### src/rtl/systolic_ctrl.sv
// systolic_ctrl: weight-load and compute/drain sequencer
// for an N x N weight-stationary systolic MAC array.
module systolic_ctrl #(
    parameter int N     = 4,
    parameter int CNT_W = 16
) (
    input  logic                 clk,
    input  logic                 reset,
    input  logic                 start,
    input  logic                 load_weights,
    input  logic [CNT_W-1:0]     num_vectors,
    output logic                 w_rd,
    output logic [$clog2(N)-1:0] w_row_idx,
    output logic                 en_weight_pass,
    output logic [N-1:0]         en_weight_capture,
    input  logic                 act_valid,
    output logic                 act_pop,
    output logic                 act_lane_valid,
    output logic [N-1:0]         out_col_valid,
    output logic                 busy,
    output logic                 done
);

    localparam int RW = $clog2(N);
    localparam int KW = $clog2(2 * N);
    localparam logic [KW-1:0] K_N    = KW'(N);
    localparam logic [KW-1:0] K_LAST = KW'(2 * N - 1);
    localparam logic [KW-1:0] D_LAST = KW'(2 * N - 2);

    typedef enum logic [2:0] {
        IDLE,
        LOAD,
        COMPUTE,
        DRAIN,
        FIN
    } state_t;

    state_t           state;
    logic [KW-1:0]    k;
    logic [KW-1:0]    k_nx;
    logic [CNT_W-1:0] nv;
    logic [CNT_W-1:0] cnt;
    logic [CNT_W-1:0] cnt_nx;
    logic [2*N-2:0]   vsr;

    assign k_nx   = k + 1'b1;
    assign cnt_nx = cnt + 1'b1;

    // Pops follow the buffer directly so a bubble costs no extra cycle.
    assign act_pop        = (state == COMPUTE) && act_valid;
    assign act_lane_valid = act_pop;

    // Column c sees its psum N+c cycles after the vector entered.
    assign out_col_valid = vsr[2*N-2:N-1];

    // Sequencer state, counters and registered array controls.
    always_ff @(posedge clk or posedge reset) begin
        if (reset) begin
            state             <= IDLE;
            k                 <= '0;
            nv                <= '0;
            cnt               <= '0;
            w_rd              <= 1'b0;
            w_row_idx         <= '0;
            en_weight_pass    <= 1'b0;
            en_weight_capture <= '0;
            busy              <= 1'b0;
            done              <= 1'b0;
        end else begin
            done <= 1'b0;
            unique case (state)
                IDLE: begin
                    if (start) begin
                        nv   <= num_vectors;
                        cnt  <= '0;
                        k    <= '0;
                        busy <= 1'b1;
                        if (load_weights) begin
                            state          <= LOAD;
                            en_weight_pass <= 1'b1;
                            w_rd           <= 1'b1;
                            w_row_idx      <= '0;
                        end else if (num_vectors == '0) begin
                            state <= FIN;
                            done  <= 1'b1;
                        end else begin
                            state <= COMPUTE;
                        end
                    end
                end
                LOAD: begin
                    if (k == K_LAST) begin
                        k                 <= '0;
                        en_weight_pass    <= 1'b0;
                        en_weight_capture <= '0;
                        w_rd              <= 1'b0;
                        w_row_idx         <= '0;
                        if (nv == '0) begin
                            state <= FIN;
                            done  <= 1'b1;
                        end else begin
                            state <= COMPUTE;
                        end
                    end else begin
                        k    <= k_nx;
                        w_rd <= (k_nx < K_N);
                        if (k_nx < K_N)
                            w_row_idx <= k_nx[RW-1:0];
                        else
                            w_row_idx <= '0;
                        // Row r latches when its weights reach it at k=2r+1.
                        if (k_nx[0])
                            en_weight_capture <= N'(1) << k_nx[KW-1:1];
                        else
                            en_weight_capture <= '0;
                    end
                end
                COMPUTE: begin
                    if (act_valid) begin
                        cnt <= cnt_nx;
                        if (cnt_nx == nv) begin
                            state <= DRAIN;
                            k     <= '0;
                        end
                    end
                end
                DRAIN: begin
                    if (k == D_LAST) begin
                        state <= FIN;
                        done  <= 1'b1;
                    end else begin
                        k <= k_nx;
                    end
                end
                FIN: begin
                    busy  <= 1'b0;
                    state <= IDLE;
                end
                default: begin
                    state <= IDLE;
                end
            endcase
        end
    end

    // Track which wavefronts carry real data down the array.
    always_ff @(posedge clk or posedge reset) begin
        if (reset)
            vsr <= '0;
        else
            vsr <= {vsr[2*N-3:0], act_lane_valid};
    end

endmodule

### config.mk
export PLATFORM = sky130hd
export DESIGN_NAME = systolic_ctrl
export DESIGN_NICKNAME = d
export VERILOG_FILES = /design/src/rtl/systolic_ctrl.sv
export SDC_FILE = /design/constraint.sdc
export NUM_CORES = 1
export LEC_CHECK = 0
export ABC_AREA = 1
export CAP_MARGIN = 20
export CORE_ASPECT_RATIO = 1.75
export CORE_UTILIZATION = 40
export DETAILED_ROUTE_END_ITERATION = 8
export GPL_TIMING_DRIVEN = 0
export PLACE_DENSITY = 0.59
export SKIP_LAST_GASP = 1
export SYNTH_ARGS = -nofsm -noshare
export SYNTH_HDL_FRONTEND = slang
export SYNTH_SLANG_ARGS = --single-unit
### constraint.sdc
create_clock -name clk -period 2.1 [get_ports clk]
set_input_delay 0.63 -clock clk [delete_from_list [all_inputs] [get_ports clk]]
set_output_delay 0.63 -clock clk [all_outputs]
set_load 0.1 [all_outputs]
; ---- Word level (Yosys, flattened, before mapping)
; Cells that the tools add are included.
[classes]
n_addsub = 2
n_lt_le_gt_ge = 1
n_eq_ne = 14
n_shift = 1
n_mux = 40
reduce_logical = 15
[ops]
columns = op, n
row1 = $mux 3, 13
row2 = $logic_not 16->1, 2
row3 = $mux 16, 2
row4 = $pmux 16 s2, 1
row5 = $pmux 3 s4, 2
row6 = $add 16x1->16 const B, 1
row7 = $eq 16x16->1, 1
row8 = $ne 2x2->1 const B, 6
row9 = $mux 1, 11
row10 = $reduce_and 5->1, 2
row11 = $eq 3x3->1 const B, 3
row12 = $mux 2, 4
row13 = $mux 4, 2
row14 = $eq 3x2->1 const B, 2
row15 = $pmux 1 s2, 3
row16 = $reduce_and 3->1, 2
row17 = $reduce_bool 2->1, 3
row18 = $pmux 2 s2, 1
row19 = $reduce_and 2->1, 2
row20 = $reduce_and 4->1, 1
row21 = $reduce_bool 4->1, 1
row22 = $shl 1x2->4 const A, 1
row23 = $add 3x1->3 const B, 1
row24 = $eq 3x1->1 const B, 1
row25 = 5 further kinds, 5
[word_totals]
register_bits = 55
in_bits = 21
output_inout_bits = 16
elab_cells = 84

; ---- Logic depth before layout (Yosys ltp)
[logic_depth]
depth_word = 5
depth_mapped = 16

; ---- Worst setup path after synthesis
; No wires, ideal clock.
[synth_timing]
path_type = flip-flop to output port
from = reg state[2]
to = out act_pop
arrival_time_ns = 2.071
required_time_ns = 1.470
slack_ns = -0.601
path_stages_with_launch = 5
n_path_buf = 1
cell_sequence = dfrtp_1 > nor3_2 > inv_1 > nor2_2 > buf_4
[synth_via]
elab_chain_cells = 2
[synth_rtl]
columns = item, line_no
row1 = from (decl), 38  ; state_t state;
row2 = from (signal assigned), 59  ; state <= IDLE;
row3 = from (signal assigned), 79  ; state <= LOAD;
row4 = from (signal assigned), 84  ; state <= FIN;
row5 = $eq 3x2->1, 50  ; assign act_pop = (state == COMPUTE) && act_valid;
row6 = $logic_and 1x1->1, 50
row7 = to (decl), 17  ; output logic act_pop,
; Every way passes these cells.

; ---- Worst setup path in the final report
; Ends and elaborated chain as after synthesis.

==> flow_metrics.tcl <==
set metrics [dict create \
    status "complete, but fails checks" \
    violations "setup timing" \
    switchingPower_mw 2.29 \
    antenna_found_initial 0 \
    portBuffers 36 \
    io_pins 37 \
    p_clk_frac 0.187 \
    power_density_nw_per_um2 1280 \
    synth.most_common_cell "nand2_1" \
    ctsHoldBuffers 0 \
    cts_tree "done" \
    final.setup.worst_slack_ps -58.8 \
    die_y_um 116 \
    fin_setup_tns_ps -60.0 \
    worstHoldStart "vsr[1]" \
    seq_area_um2 1380 \
    intPower_mw 2.77 \
    cpMaxStageDelayCell "dfrtp_2" \
    yosys-top-cells-count "nand2_1, inv_1, dfrtp_1" \
    syn_nets 422 \
    cp_slowest_stage_delay_ps 460 \
    initial_utilization 0.414 \
    syn2layout_area_growth_pct 31.6 \
    r2r_slack_ps 0 \
    ir_worst_vdd_uv 846 \
    cts.clk_slew.worst_paths_ps 70 \
    grt_pass1_vias 2817 \
    arrival_ps 1530 \
    yosysWarnings 0 \
    fin_nets 488 \
    max_freq_ghz 0.463 \
    core_area_um2 7230 \
    slew_violations 0 \
    swShare 0.453 \
    grt_usage 0.236 \
    avgSynthCellArea_um2 7.56 \
    fin_skew_ps 3.54 \
    finalSetupViolations 2 \
    combPwrFrac 0.487 \
    fill_cells 691 \
    syn-cell-area_um2 2990 \
    drt_first_iter_violations 150 \
    p_total_mw 5.05 \
    synthArstFlopShare 1.00 \
    rsz0062_at_grt "true" \
    dp_hpwl_um 6140 \
    grt_overflow_total 0 \
    via_per_inst 5.12 \
    insertion_delay_ps 300 \
    synth_top_area_frac 0.460 \
    vias 2807 \
    globalplace.congestion 0.871 \
    hold_viol 0 \
    drc 0 \
    cp-start-kind "register" \
    cts-root-buf "clkbuf_16" \
    yosys_register_bits 55 \
    crit_chain "nor3_4, inv_2, nor2_4, buf_12, buf_12, buf_12" \
    wl_per_cell_um 15.1 \
    routed_wirelength_um 8270 \
    grt_max_degree 31 \
    reg2reg_from "cnt[0]" \
    rr_worst_depth 16 \
    die_w_um 67.4 \
    crit_start "state[2]" \
    numCtsBuffers 5 \
    hp-class "reg2reg" \
    maxCapViolCount 0 \
    antenna_cells 0 \
    critPathKind "reg2out" \
    crit_path_max_fanout 5 \
    dieArea_um2 7850 \
    clockBufferDepth 2 \
    finalCritPeriodShare 1.03 \
    fp-row-count 41 \
    synth.area.top_cells "dfrtp_1, nand2_1, inv_1" \
    ys_types 28 \
    end_kind "output pin" \
    fin_util 0.545 \
    htreeDepth 2 \
    p_leak_nw 1.86 \
    multi_input_area_um2 1380 \
    worstPathRequired_ps 1470 \
    yosys_most_used_dff "dfrtp_1" \
    relSlewSlack 0.615 \
    dr.pass1.iters 4 \
    ant_nets 0 \
    cts_sinks 55 \
    final.min_clock_period_ps 2160 \
    grt_pass1_wl_um 13300 \
    syn_inst 396 \
    holdPathStages 0 \
    yosysSeqAreaShare 0.460 \
    power_frac_seq 0.326 \
    cpMostUsedCell "buf_12" \
    drive_gt1_frac 0.171 \
    post-place-ws_ps -1240 \
    yosys.area.top_type "dfrtp_1" \
    synth-edff-count 0 \
    tightest_slew_ps 581 \
]
==> worst max-delay path, delay by kind of cell (launching register included) <==
kind          cells  cell delay (ps)
flops             1              460
buf+inv           4              480
simple gates      2              300
==> flip-flops by register name (all words and copies together), names as in the netlist <==
signal	count
cnt	16
nv	16
vsr	7
en_weight_capture	4
k	3
state	3
w_row_idx	2
busy	1
done	1
en_weight_pass	1
w_rd	1
==> per-stage QoR <==
step | hold WS, ps | cell area, um^2 | std cells
5_1_grt | 362 | 3940 | 548
6_report | 349 | 3940 | 548
2_1_floorplan | 331 | 3010 | 396
3_3_place_gp | 332 | 3480 | 518
4_1_cts | 352 | 3880 | 543
3_5_place_dp | 336 | 3500 | 519
==> worst paths after layout <==
| kind | endpoint |
|---|---|
| worst max-delay path | act_pop |
| worst min-delay path | vsr[2] |
| worst max register to register | k[2] |
| worst min register to register | vsr[2] |
| max in group asynchronous | k[2] |
| min in group asynchronous | vsr[2] |
==> kinds of logic after synthesis <==
logic type / Yosys count / synth area share
buffers and inverters: 71 / 0.0957
AO/OA/AOI/OAI: 47 / 0.0953
AND/OR/NAND/NOR: 216 / 0.318
XOR/XNOR: 2 / 0.0105
adder cells (fa/ha/maj): 5 / 0.0209
flip-flops: 55 / 0.460
==> cell type report <==
| cell class | instances | area share |
|---|---|---|
| multi-input cells | 270 | 0.351 |
| clock buffers | 5 | 0.0318 |
| repair buffers | 59 | 0.153 |
| plain buffers | 10 | 0.0187 |
| inverters | 61 | 0.0581 |
| clock inverters | 2 | 0.00953 |
| flip-flops and latches | 55 | 0.350 |
| well taps | 86 | 0.0273 |
==> repair_timing <==
action / CTS / global route
buffers inserted: 17 / 5
gates resized for setup: 71 / 12
endpoints found under the setup margin: 30 / 20
pin swaps: 6 / 8
==> layer usage <==
layer | GRT usage | wire length, um | share of wire
met1 | 0.246 | 3100 | 0.37
met2 | 0.449 | 4730 | 0.57
met3 | 0.0313 | 197 | 0.024
met4 | 0.105 | 246 | 0.030
met5 | 0 | 0 | 0
==> power groups by stage <==
stage                     registers, mW  clock network (mW)  logic (mW)
after CTS                          1.63               0.963        2.41
after detailed placement           1.64                   0        2.19
after floorplan                    1.94                   0        1.28
final                              1.65               0.946        2.46
after global placement             1.63                   0        2.16
after global routing               1.69                1.01        2.69
==> layout by cell type (no fill, tap or decap), types with 2 or more instances in the layout <==
master,Yosys,final
clkdlybuf4s15_2,0,13
nand2_2,4,5
nand2_1,117,115
clkbuf_2,0,2
o21ai_0,26,26
dfrtp_1,55,53
dfrtp_2,0,2
ha_1,5,4
o22ai_1,10,10
nand4_1,5,5
a32o_1,4,4
clkdlybuf4s50_1,0,19
nor2_4,4,6
nor2_2,1,3
inv_1,60,55
buf_12,0,6
nand3_1,44,44
inv_2,0,5
buf_4,5,24
o221ai_1,2,2
clkbuf_16,0,5
clkbuf_1,4,3
nor2_1,30,26
a21oi_1,2,2
nor4_1,8,8
Power figures use the tool's default switching activity.
